==> src/rtl/button_menu_ctrl_if.sv <==
// rtl/button_menu_ctrl_if.sv - key inputs and menu/threshold outputs of the front-panel menu controller
interface button_menu_ctrl_if #(
    parameter int PAGE_NUM    = 4,
    parameter int VALUE_WIDTH = 8
);
    localparam int PAGE_W = (PAGE_NUM > 1) ? $clog2(PAGE_NUM) : 1;

    logic [1:0]             key_level;
    logic [1:0]             key_edge;
    logic [PAGE_W-1:0]      page;
    logic                   edit_mode;
    logic [VALUE_WIDTH-1:0] edit_value;
    logic [VALUE_WIDTH-1:0] threshold;
    logic                   cfg_valid;

    modport master (
        output key_level, key_edge,
        input  page, edit_mode, edit_value, threshold, cfg_valid
    );

    modport slave (
        input  key_level, key_edge,
        output page, edit_mode, edit_value, threshold, cfg_valid
    );
endinterface

==> src/rtl/button_menu_ctrl.sv <==
// rtl/button_menu_ctrl.sv - press classifier and page/edit/commit state machine for the panel menu
module button_menu_ctrl #(
    parameter int SYS_CLOCK   = 100_000_000,
    parameter int LONG_MS     = 1000,
    parameter int REPEAT_MS   = 200,
    parameter int TIMEOUT_MS  = 10000,
    parameter int PAGE_NUM    = 4,
    parameter int VALUE_WIDTH = 8,
    parameter int VALUE_MIN   = 0,
    parameter int VALUE_MAX   = 100,
    parameter int VALUE_INIT  = 50
) (
    input  logic               clk,
    input  logic               rst,
    button_menu_ctrl_if.slave  bus
);
    localparam int CPM    = SYS_CLOCK / 1000;
    localparam int LONG_T = LONG_MS * CPM - 1;
    localparam int REP_T  = REPEAT_MS * CPM - 1;
    localparam int TO_T   = TIMEOUT_MS * CPM - 1;
    localparam int HOLD_W = (LONG_T > 0) ? $clog2(LONG_T + 1) : 1;
    localparam int REP_W  = (REP_T > 0) ? $clog2(REP_T + 1) : 1;
    localparam int TO_W   = (TO_T > 0) ? $clog2(TO_T + 1) : 1;
    localparam int PAGE_W = (PAGE_NUM > 1) ? $clog2(PAGE_NUM) : 1;

    localparam logic [1:0] S_VIEW   = 2'd0;
    localparam logic [1:0] S_EDIT   = 2'd1;
    localparam logic [1:0] S_COMMIT = 2'd2;

    localparam logic [HOLD_W-1:0]      HOLD_TERM = HOLD_W'(LONG_T);
    localparam logic [REP_W-1:0]       REP_TERM  = REP_W'(REP_T);
    localparam logic [TO_W-1:0]        TO_TERM   = TO_W'(TO_T);
    localparam logic [PAGE_W-1:0]      PAGE_LAST = PAGE_W'(PAGE_NUM - 1);
    localparam logic [VALUE_WIDTH-1:0] V_MIN     = VALUE_WIDTH'(VALUE_MIN);
    localparam logic [VALUE_WIDTH-1:0] V_MAX     = VALUE_WIDTH'(VALUE_MAX);
    localparam logic [VALUE_WIDTH-1:0] V_INIT    = VALUE_WIDTH'(VALUE_INIT);

    logic [1:0]              state;
    logic [HOLD_W-1:0]       hold_cnt [2];
    logic [1:0]              prev_level;
    logic [1:0]              armed;
    logic [1:0]              long_flag;
    logic [1:0]              ev_short;
    logic [1:0]              ev_long;
    logic                    rep_active;
    logic [REP_W-1:0]        rep_cnt;
    logic                    ev_rep;
    logic [TO_W-1:0]         to_cnt;
    logic                    timeout;
    logic                    any_evt;
    logic                    inc_evt;
    logic [VALUE_WIDTH-1:0]  inc_value;

    // A press is armed only by an edge that follows a low level, so a key held
    // through reset (or a spurious edge) never produces SHORT/LONG.
    always_comb begin
        ev_short = '0;
        ev_long  = '0;
        for (int k = 0; k < 2; k++) begin
            ev_long[k]  = armed[k] & bus.key_level[k] & ~long_flag[k] & (hold_cnt[k] == HOLD_TERM);
            ev_short[k] = armed[k] & prev_level[k] & ~bus.key_level[k] & ~long_flag[k];
        end
    end

    assign ev_rep    = rep_active & bus.key_level[1] & (state == S_EDIT) & (rep_cnt == REP_TERM);
    assign timeout   = (state == S_EDIT) & (to_cnt == TO_TERM);
    assign any_evt   = (|bus.key_edge) | (|ev_short) | (|ev_long) | ev_rep;
    assign inc_evt   = ev_short[1] | ev_long[1] | ev_rep;
    assign inc_value = (bus.edit_value >= V_MAX) ? V_MIN : bus.edit_value + 1'b1;

    always_ff @(posedge clk or posedge rst) begin
        if (rst) begin
            hold_cnt[0] <= '0;
            hold_cnt[1] <= '0;
            prev_level  <= '0;
            armed       <= '0;
            long_flag   <= '0;
        end else begin
            for (int k = 0; k < 2; k++) begin
                prev_level[k] <= bus.key_level[k];
                if (bus.key_edge[k])
                    hold_cnt[k] <= '0;
                else if (bus.key_level[k] && hold_cnt[k] != HOLD_TERM)
                    hold_cnt[k] <= hold_cnt[k] + 1'b1;
                if (bus.key_edge[k] && !prev_level[k])
                    armed[k] <= 1'b1;
                else if (!bus.key_level[k])
                    armed[k] <= 1'b0;
                if (!bus.key_level[k])
                    long_flag[k] <= 1'b0;
                else if (ev_long[k])
                    long_flag[k] <= 1'b1;
            end
        end
    end

    // Auto-repeat starts one full period after the INC LONG in EDIT.
    always_ff @(posedge clk or posedge rst) begin
        if (rst) begin
            rep_active <= 1'b0;
            rep_cnt    <= '0;
        end else if (state != S_EDIT || !bus.key_level[1]) begin
            rep_active <= 1'b0;
            rep_cnt    <= '0;
        end else if (ev_long[1]) begin
            rep_active <= 1'b1;
            rep_cnt    <= '0;
        end else if (rep_active) begin
            rep_cnt <= ev_rep ? '0 : rep_cnt + 1'b1;
        end
    end

    always_ff @(posedge clk or posedge rst) begin
        if (rst)
            to_cnt <= '0;
        else if (state != S_EDIT || any_evt || timeout)
            to_cnt <= '0;
        else
            to_cnt <= to_cnt + 1'b1;
    end

    // SEL events win over INC events; timeout wins over an INC increment.
    always_ff @(posedge clk or posedge rst) begin
        if (rst) begin
            state          <= S_VIEW;
            bus.page       <= '0;
            bus.edit_mode  <= 1'b0;
            bus.edit_value <= V_INIT;
            bus.threshold  <= V_INIT;
            bus.cfg_valid  <= 1'b0;
        end else begin
            bus.cfg_valid <= 1'b0;
            case (state)
                S_VIEW: begin
                    if (ev_short[0]) begin
                        bus.page <= (bus.page == PAGE_LAST) ? '0 : bus.page + 1'b1;
                    end else if (ev_long[0]) begin
                        state          <= S_EDIT;
                        bus.edit_mode  <= 1'b1;
                        bus.edit_value <= bus.threshold;
                    end
                end
                S_EDIT: begin
                    if (ev_short[0]) begin
                        state <= S_COMMIT;
                    end else if (ev_long[0] || timeout) begin
                        state          <= S_VIEW;
                        bus.edit_mode  <= 1'b0;
                        bus.edit_value <= bus.threshold;
                    end else if (inc_evt) begin
                        bus.edit_value <= inc_value;
                    end
                end
                S_COMMIT: begin
                    bus.threshold <= bus.edit_value;
                    bus.cfg_valid <= 1'b1;
                    bus.edit_mode <= 1'b0;
                    state         <= S_VIEW;
                end
                default: begin
                    state <= S_VIEW;
                end
            endcase
        end
    end
endmodule

==> src/flat_wrapper.sv <==
// flat-port wrapper written by rule: the top's interface ports become plain ports
module button_menu_ctrl_flat 
#(
    parameter int SYS_CLOCK   = 100_000_000,
    parameter int LONG_MS     = 1000,
    parameter int REPEAT_MS   = 200,
    parameter int TIMEOUT_MS  = 10000,
    parameter int PAGE_NUM    = 4,
    parameter int VALUE_WIDTH = 8,
    parameter int VALUE_MIN   = 0,
    parameter int VALUE_MAX   = 100,
    parameter int VALUE_INIT  = 50
)
  (clk, rst, bus_key_level, bus_key_edge, bus_page, bus_edit_mode, bus_edit_value, bus_threshold, bus_cfg_valid);
  button_menu_ctrl_if #(.PAGE_NUM(PAGE_NUM), .VALUE_WIDTH(VALUE_WIDTH)) bus_i ();
  input  logic clk;
  input  logic rst;
  input wire logic [$bits(bus_i.key_level)-1:0] bus_key_level;
  input wire logic [$bits(bus_i.key_edge)-1:0] bus_key_edge;
  output wire logic [$bits(bus_i.page)-1:0] bus_page;
  output wire logic [$bits(bus_i.edit_mode)-1:0] bus_edit_mode;
  output wire logic [$bits(bus_i.edit_value)-1:0] bus_edit_value;
  output wire logic [$bits(bus_i.threshold)-1:0] bus_threshold;
  output wire logic [$bits(bus_i.cfg_valid)-1:0] bus_cfg_valid;
  assign bus_i.key_level = bus_key_level;
  assign bus_i.key_edge = bus_key_edge;
  assign bus_page = bus_i.page;
  assign bus_edit_mode = bus_i.edit_mode;
  assign bus_edit_value = bus_i.edit_value;
  assign bus_threshold = bus_i.threshold;
  assign bus_cfg_valid = bus_i.cfg_valid;
  button_menu_ctrl #(.SYS_CLOCK(SYS_CLOCK), .LONG_MS(LONG_MS), .REPEAT_MS(REPEAT_MS), .TIMEOUT_MS(TIMEOUT_MS), .PAGE_NUM(PAGE_NUM), .VALUE_WIDTH(VALUE_WIDTH), .VALUE_MIN(VALUE_MIN), .VALUE_MAX(VALUE_MAX), .VALUE_INIT(VALUE_INIT)) u_core (.clk(clk), .rst(rst), .bus(bus_i));
endmodule
==> config.mk <==
export PLATFORM = sky130hd
export DESIGN_NAME = button_menu_ctrl_flat
export DESIGN_NICKNAME = d
export VERILOG_FILES = /design/src/rtl/button_menu_ctrl_if.sv /design/src/rtl/button_menu_ctrl.sv /design/src/flat_wrapper.sv
export SDC_FILE = /design/constraint.sdc
export NUM_CORES = 1
export LEC_CHECK = 0
export ABC_AREA = 1
export CAP_MARGIN = 5
export CORE_ASPECT_RATIO = 1.5
export CORE_MARGIN = 3
export CORE_UTILIZATION = 56
export CTS_BUF_LIST = sky130_fd_sc_hd__clkbuf_16
export DETAILED_ROUTE_END_ITERATION = 8
export PLACE_DENSITY = 0.77
export SLEW_MARGIN = 25
export SYNTH_ARGS = -nofsm -noshare
export SYNTH_HDL_FRONTEND = slang
export SYNTH_SLANG_ARGS = --single-unit
==> constraint.sdc <==
create_clock -name clk -period 3.9 [get_ports clk]
set_input_delay 0.39 -clock clk [delete_from_list [all_inputs] [get_ports clk]]
set_output_delay 0.39 -clock clk [all_outputs]
set_load 0.005 [all_outputs]
==> metrics.txt <==
# TYPE chip_impl_metric gauge
chip_impl_metric{name="worst-path-max-fanout",unit=""} 15
chip_impl_metric{name="design.core.area",unit="mm2"} 0.0147
chip_impl_metric{name="net_count_reported_at_finish",unit=""} 1173
chip_impl_info{name="synthMostInstantiatedCell",value="sky130_fd_sc_hd__nand2_1"} 1
chip_impl_metric{name="io_buffers",unit=""} 25
chip_impl_info{name="clk_root_buffer_cell",value="sky130_fd_sc_hd__clkbuf_16"} 1
chip_impl_metric{name="iteration_0_drc_markers",unit=""} 468
chip_impl_metric{name="synthCells",unit=""} 1128
chip_impl_metric{name="die_h",unit="um"} 156
chip_impl_metric{name="synth-edff-count",unit=""} 0
chip_impl_metric{name="clock_latency",unit="ns"} 0.43
chip_impl_metric{name="cts_made_buffers",unit=""} 17
chip_impl_metric{name="power_per_cell_area",unit="mW/mm2"} 332
chip_impl_metric{name="cts.path.max_buffers",unit=""} 2
chip_impl_metric{name="wl_per_cell",unit="um"} 14.1
chip_impl_metric{name="worstPathBufferInverterCount",unit=""} 2
chip_impl_metric{name="post_synth.cell_area_avg",unit="um2"} 7.47
chip_impl_metric{name="post_cts.repair.setup_buffers",unit=""} 0
chip_impl_metric{name="final_antenna_net_count",unit=""} 0
chip_impl_metric{name="clkTransAtPathRegs",unit="ns"} 0.06
chip_impl_metric{name="hold_viol",unit=""} 0
chip_impl_metric{name="utilization",unit="%"} 64.2
chip_impl_metric{name="postRouteWirelength",unit="mm"} 19.3
chip_impl_info{name="rsz_0062_raised_after_global_routing",value="false"} 1
chip_impl_metric{name="vdd.ir_drop.worst",unit="mV"} 0.255
chip_impl_metric{name="clock-sinks",unit=""} 138
chip_impl_metric{name="achievable-frequency",unit="MHz"} 400
chip_impl_info{name="kind_of_cell_adding_the_most_delay_to_the_critical_path",value="simple AND/OR/NAND/NOR gates"} 1
chip_impl_info{name="outcome",value="finished clean"} 1
chip_impl_info{name="tritoncts",value="done"} 1
chip_impl_metric{name="placedCellCount",unit=""} 1333
chip_impl_metric{name="min_period",unit="ns"} 2.50
chip_impl_metric{name="grt_first_pass_wirelength",unit="mm"} 33.2
chip_impl_metric{name="setup-violations-final",unit=""} 0
chip_impl_metric{name="critical_path.max_stage_delay",unit="ns"} 0.39
chip_impl_metric{name="grt_start_max_net_pins",unit=""} 60
chip_impl_info{name="path_common_cell",value="sky130_fd_sc_hd__nand2_1"} 1
chip_impl_metric{name="fillerInstances",unit=""} 1316
chip_impl_info{name="critPathKind",value="reg -> reg"} 1
chip_impl_metric{name="drive_above_1_share",unit="%"} 8.98
chip_impl_metric{name="grt_antenna_before_repair",unit=""} 0
chip_impl_metric{name="instances_no_fill",unit=""} 1365
chip_impl_metric{name="initial_util",unit="%"} 57.5
chip_impl_metric{name="ys_async_sr_fraction",unit="%"} 100
chip_impl_metric{name="io_pins",unit=""} 26
chip_impl_info{name="critPathSlowestCell",value="sky130_fd_sc_hd__nand2_1"} 1
chip_impl_metric{name="design.die.area",unit="mm2"} 0.0166
chip_impl_metric{name="worst_r2r_path_depth",unit=""} 11
chip_impl_metric{name="timing_worst_slew_pin_value",unit="ns"} 0.735
chip_impl_metric{name="grt_pass1_vias",unit=""} 7179
chip_impl_info{name="synth.top_cells.by_area",value="sky130_fd_sc_hd__dfrtp_1 (39%), sky130_fd_sc_hd__nand2_1 (12%), sky130_fd_sc_hd__nor2_1 (6.5%)"} 1
chip_impl_metric{name="power.leakage",unit="nW"} 4.07
chip_impl_metric{name="globalRouteOverflowTotal",unit=""} 0
chip_impl_metric{name="post_synthesis_register_bit_count",unit=""} 138
chip_impl_info{name="grt_busiest_layer",value="met2"} 1
chip_impl_metric{name="yosysSeqAreaShare",unit="%"} 41.1
chip_impl_metric{name="cp.arrival",unit="ns"} 2.83
chip_impl_metric{name="synth_area",unit="mm2"} 0.00843
chip_impl_metric{name="max-slew-margin-rel",unit="%"} 50.9
chip_impl_metric{name="area_delta_synth_final",unit="%"} 11.6
chip_impl_info{name="hp-class",value="in -> async"} 1
chip_impl_metric{name="ctsHtreeMaxLevel",unit=""} 4
chip_impl_metric{name="postSynthNetCount",unit=""} 1145
chip_impl_metric{name="cts-hold-fix-buffers",unit=""} 0
chip_impl_metric{name="grt.met2_usage",unit="%"} 44.5
chip_impl_metric{name="die_w",unit="um"} 106
chip_impl_metric{name="global_route.usage.total",unit="%"} 24.7
chip_impl_metric{name="drc_errors",unit=""} 0
chip_impl_metric{name="groute.layer.met3.usage",unit="%"} 3.59
chip_impl_metric{name="finalInstanceArea",unit="mm2"} 0.00941
chip_impl_info{name="end_kind",value="flip-flop"} 1
chip_impl_metric{name="finalPower",unit="W"} 0.00313
chip_impl_metric{name="detailedPlacementHpwl",unit="mm"} 14.0
chip_impl_metric{name="cap_viol_max_count",unit=""} 0
chip_impl_metric{name="synth_top_cell_area_share",unit="%"} 39.2
chip_impl_metric{name="synth.distinct_cells",unit=""} 41
chip_impl_metric{name="final.setup.tns",unit="ns"} 0
chip_impl_metric{name="slew_viol_final",unit=""} 0
chip_impl_metric{name="dr_total_vias",unit=""} 7351
chip_impl_info{name="crit_chain",value="ha_1, inv_1, nor2_2, nand2_2, nor2_4, nand2_1, nand2_2, nand2_1, inv_1, nand2_1, o31ai_1"} 1
chip_impl_metric{name="regToRegSetupSlack",unit="ns"} 1.40
chip_impl_metric{name="route.detailed.vias_per_inst",unit=""} 5.39
chip_impl_metric{name="finalWeightedCongestion",unit=""} 0.951
chip_impl_metric{name="fin_crit_sh",unit="%"} 64.0
chip_impl_metric{name="post_cts_resized",unit=""} 0
chip_impl_metric{name="global_route.usage.met1",unit="%"} 28.6
chip_impl_info{name="crit-reg2reg-launch",value="u_core.hold_cnt[1]$_DFFE_PP0P_"} 1
chip_impl_info{name="critPathLaunchType",value="flip-flop"} 1
chip_impl_metric{name="synth.yosys.warnings",unit=""} 0
chip_impl_info{name="worst_r2r_endpoint",value="u_core.hold_cnt[4]$_DFFE_PP0P_"} 1
chip_impl_info{name="ys.flop_type",value="sky130_fd_sc_hd__dfrtp_1"} 1
chip_impl_metric{name="skew_final",unit="ns"} 0.00711
chip_impl_metric{name="detail_route.first_pass.iterations",unit=""} 4
chip_impl_metric{name="antenna-diode-count",unit=""} 0
chip_impl_metric{name="std_cell_rows",unit=""} 54
chip_impl_metric{name="post_dp_cell_area",unit="mm2"} 0.00885
chip_impl_info{name="netlist_top_cells_count",value="sky130_fd_sc_hd__nand2_1 (276), sky130_fd_sc_hd__nor2_1 (145), sky130_fd_sc_hd__inv_1 (144), sky130_fd_sc_hd__dfrtp_1 (132), sky130_fd_sc_hd__nand3_1 (67)"} 1
chip_impl_metric{name="required",unit="ns"} 4.23
chip_impl_info{name="post-synth-top-area-cell",value="sky130_fd_sc_hd__dfrtp_1"} 1
[power breakdown]
part / internal [W] / total, W / switching (W)
registers: 0.00145 / 0.00146 / 0.0000154
clock network: 0.000924 / 0.00154 / 0.000616
logic: 0.0000442 / 0.000121 / 0.0000771
[kinds of logic after synthesis]
family	share of synthesized area [%]
AO/OA/AOI/OAI	6.81
XOR/XNOR	6.13
adder cells (fa/ha/maj)	1.63
buffers and inverters	8.52
flip-flops	41.1
multiplexers	0.401
AND/OR/NAND/NOR	35.5
[flip-flops by register name (all words and copies together) (netlist names)]
name and cells:
u_core.state 2, u_core.hold_cnt 54, u_core.to_cnt 30, u_core.armed 2, u_core.bus.threshold 8, u_core.rep_active 1, u_core.bus.edit_mode 1, u_core.long_flag 2
u_core.bus.cfg_valid 1, u_core.bus.edit_value 8, u_core.bus.page 2, u_core.prev_level 2, u_core.rep_cnt 25
[worst max-delay path by stage]
stage | start | end | slack (ns) | cells past startpoint
2_1_floorplan | rst | u_core.armed[0]$_DFFE_PP0P_ | 1.79 | 1
3_3_place_gp | bus_key_edge[1] | u_core.hold_cnt[14]$_DFFE_PP0P_ | 1.57 | 7
3_5_place_dp | u_core.hold_cnt[1]$_DFFE_PP0P_ | u_core.hold_cnt[4]$_DFFE_PP0P_ | 1.47 | 11
4_1_cts | u_core.hold_cnt[1]$_DFFE_PP0P_ | u_core.hold_cnt[4]$_DFFE_PP0P_ | 1.44 | 11
5_1_grt | u_core.hold_cnt[1]$_DFFE_PP0P_ | u_core.hold_cnt[15]$_DFFE_PP0P_ | 1.16 | 11
6_report | u_core.hold_cnt[1]$_DFFE_PP0P_ | u_core.hold_cnt[4]$_DFFE_PP0P_ | 1.40 | 11
[metal layers]
| layer | up-vias | share of wire (%) |
|---|---|---|
| li1 | 3696 | - |
| met1 | 3450 | 41 |
| met2 | 146 | 52 |
| met3 | 59 | 2.8 |
| met4 | 0 | 3.7 |
| met5 | - | 0 |
[per-stage QoR]
step	hold WS, ns	setup slack (ns)
2_1_floorplan	0.421	1.79
3_3_place_gp	0.460	1.57
3_5_place_dp	0.459	1.47
4_1_cts	0.452	1.44
5_1_grt	0.492	1.16
6_report	0.433	1.40
[placed cells by master (no fill, tap or decap), types with 3 or more instances in the layout]
master / count
sky130_fd_sc_hd__dfrtp_1: 132
sky130_fd_sc_hd__nor2_2: 12
sky130_fd_sc_hd__nand3b_1: 4
sky130_fd_sc_hd__dfstp_2: 6
sky130_fd_sc_hd__nor4_1: 4
sky130_fd_sc_hd__xor2_1: 47
sky130_fd_sc_hd__nor2_1: 145
sky130_fd_sc_hd__clkbuf_16: 17
sky130_fd_sc_hd__mux2_2: 3
sky130_fd_sc_hd__o21ai_0: 25
sky130_fd_sc_hd__o21ai_1: 21
sky130_fd_sc_hd__buf_4: 3
sky130_fd_sc_hd__o31ai_1: 11
sky130_fd_sc_hd__a21oi_1: 19
sky130_fd_sc_hd__nand2_2: 10
sky130_fd_sc_hd__clkinv_1: 4
sky130_fd_sc_hd__nor3_1: 47
sky130_fd_sc_hd__clkdlybuf4s50_1: 25
sky130_fd_sc_hd__nor2_4: 12
sky130_fd_sc_hd__nand2_4: 7
sky130_fd_sc_hd__nand3_2: 6
sky130_fd_sc_hd__clkinvlp_4: 5
sky130_fd_sc_hd__nand2_1: 276
sky130_fd_sc_hd__nand4_1: 47
sky130_fd_sc_hd__inv_2: 7
sky130_fd_sc_hd__nand3_1: 67
sky130_fd_sc_hd__o22ai_1: 18
sky130_fd_sc_hd__xnor2_1: 12
sky130_fd_sc_hd__ha_1: 11
sky130_fd_sc_hd__inv_1: 143
sky130_fd_sc_hd__clkinv_2: 4
[area by class of cell]
class	instances	area (um2)	share of cell area [%]
multi-input cells	817	4250	45.2
flip-flops and latches	138	3460	36.8
inverters	152	577	6.13
clock buffers	17	425	4.52
repair buffers	30	313	3.33
well taps	196	245	2.61
clock inverters	15	134	1.42
No activity file was read; power rests on OpenSTA's default activity.
==> variant: new RTL, config.mk and constraints unchanged <==
`SYS_CLOCK` is set to 100_000_000 in 2 places; all go to 50_000_000.
--- a/src/rtl/button_menu_ctrl.sv
+++ b/src/rtl/button_menu_ctrl.sv
@@ -1,6 +1,6 @@
 // rtl/button_menu_ctrl.sv - press classifier and page/edit/commit state machine for the panel menu
 module button_menu_ctrl #(
-    parameter int SYS_CLOCK   = 100_000_000,
+    parameter int SYS_CLOCK   = 50_000_000,
     parameter int LONG_MS     = 1000,
     parameter int REPEAT_MS   = 200,
     parameter int TIMEOUT_MS  = 10000,
--- a/src/flat_wrapper.sv
+++ b/src/flat_wrapper.sv
@@ -1,7 +1,7 @@
 // flat-port wrapper written by rule: the top's interface ports become plain ports
 module button_menu_ctrl_flat 
 #(
-    parameter int SYS_CLOCK   = 100_000_000,
+    parameter int SYS_CLOCK   = 50_000_000,
     parameter int LONG_MS     = 1000,
     parameter int REPEAT_MS   = 200,
     parameter int TIMEOUT_MS  = 10000,
Behaviour: no difference found for any inputs over 10 cycles, from zero or initial values and one cycle with rst high; that may be too few to reach the edited logic, so the function may still have changed.
==> variant against the unedited design <==
  * Highest routed layer unchanged
  * Worst setup slack improved by 170 ps
  * Power increased by 2.7%
  * Global-route usage decreased by 0.15 points
  * Sequential cell count decreased by 4
  * Area after synthesis decreased by 2.6%
  * Wire length decreased by 1.7%
  * Cell area decreased by 1.6%
  * Count of clock-buffer cells in the layout unchanged
==> variant: results (changes against the unedited design) <==
metric;value;unit;change
nFillCells;1278;;-2.9%
hold_worst_slack;447.5;ps;+14.68 ps
clock_tree.buffer_depth;2;;unchanged
ys_async_sr_fraction;1.000;;unchanged
top_register;u_core.hold_cnt;;
root_buffer;sky130_fd_sc_hd__clkbuf_16;;
crit_path_max_fanout;29;;+14
finalClockSkew;8.532;ps;+1.420 ps
maximum_number_of_pins_on_one_net_before_global_route_repair;50;;-17%
first_pass_iters;5;;+1
most_frequent_cells_after_synthesis;sky130_fd_sc_hd__nand2_1, sky130_fd_sc_hd__nor2_1, sky130_fd_sc_hd__dfrtp_1;;
dpl_cell_area;8648;µm²;-2.2%
dp_wirelength;13740;µm;-1.7%
cts-resized-gates;0;;unchanged
r2r_setup_slack;1570;ps;+170 ps
design.final.nets;1170;;-0.26%
grt_pass1_vias;7295;;+1.6%
synth-compound-area-share;0.06189;;-0.006231
yosys_most_used_dff;sky130_fd_sc_hd__dfrtp_1;;
mean_number_of_vias_per_cell;5.407;;+0.41%
synthXorXnorAreaFrac;0.06616;;+0.004864
post_layout_nonfiller_instances;1358;;-0.51%
timing.critical_path.slowest_stage_cell;sky130_fd_sc_hd__nand2_2;;
worstHoldPathType;primary input to asynchronous set/reset pin;;
iter_0_drt_violations;388;;-17%
finalWeightedCongestion;0.9348;;-1.7%
worst_setup_hold_path_clk_slew;60;ps;about the same
cts_made_buffers;17;;unchanged
outcome;finished, final reports clean;;
routed_wire_length_per_instance;13.93;µm;-1.2%
drc_errors;0;;unchanged
grt_pass1_wl;33140;µm;-0.27%
timing.max_slew.rel_slack;0.4909;;-0.01791
ff_latch_area;3361;µm²;-2.9%
leakage;3.935;nW;-3.4%
dp.cells;1326;;-0.53%
reg_top3;u_core.hold_cnt: 52 flops, u_core.to_cnt: 29 flops, u_core.rep_cnt: 24 flops;;
synth_sequential_area_ratio;0.4095;;-0.001056
timing.critical_path.arrival;2600;ps;-230 ps
yosys_warnings;0;;unchanged
post_synth_mux_area_share;0.005488;;+0.001481
globalRoute.totalOverflow;0;;unchanged
max_stage_delay;490;ps;+100 ps
synth_cell_types;43;;+4.9%
cells_taking_the_most_area_after_synthesis;sky130_fd_sc_hd__dfrtp_1, sky130_fd_sc_hd__nand2_1, sky130_fd_sc_hd__nor2_1;;
synthesized_area_fraction_occupied_by_adder_cells;0.01677;;+0.0004430
port_buffers;25;;unchanged
vdd_ir_drop_max;0.2760;mV;+8.2%
place_ws;1395;ps;-79.71 ps
drive_gt1_frac;0.09605;;+0.006235
globalRouteTotalUtil;0.2454;;-0.001471
synthesis.instances;1123;;-0.44%
-- variant: layout make-up --
| class | count | area share |
|---|---|---|
| Multi-Input combinational cell | 823 | 0.4510 |
| Sequential cell | 134 | 0.3629 |
| Inverter | 145 | 0.05999 |
| Clock buffer | 17 | 0.04594 |
| Timing Repair Buffer | 32 | 0.03405 |
| Tap cell | 192 | 0.02594 |
| Clock inverter | 15 | 0.02013 |
-- variant: per-layer routing --
metal / track usage / share of wire
met5: 0 / 0
met4: 0.1057 / 0.032
met3: 0.03841 / 0.034
met2: 0.4343 / 0.52
met1: 0.2951 / 0.41
-- variant: worst paths after layout --
kind / start / end / depth (start not counted)
max: u_core.hold_cnt[26] / u_core.to_cnt[7] / 12
min: rst / u_core.rep_cnt[1] / 2
max reg2reg: u_core.hold_cnt[26] / u_core.to_cnt[7] / 12
min reg2reg: u_core.prev_level[0] / u_core.armed[0] / 1
max in group asynchronous: rst / u_core.bus.edit_value[5] / 3
min in group clk: u_core.prev_level[0] / u_core.armed[0] / 1
-- variant: where the power goes --
part / switching, mW / internal, mW
Combinational: 0.0778 / 0.0442
Sequential: 0.0170 / 1.41
Clock: 0.602 / 1.06
Total: 0.697 / 2.51
-- variant: logic make-up after synthesis --
family                   count (synthesis)
buffers and inverters                  166
adder cells (fa/ha/maj)                 11
XOR/XNOR                                62
AND/OR/NAND/NOR                        655
AO/OA/AOI/OAI                           91
multiplexers                             4
flip-flops                             134
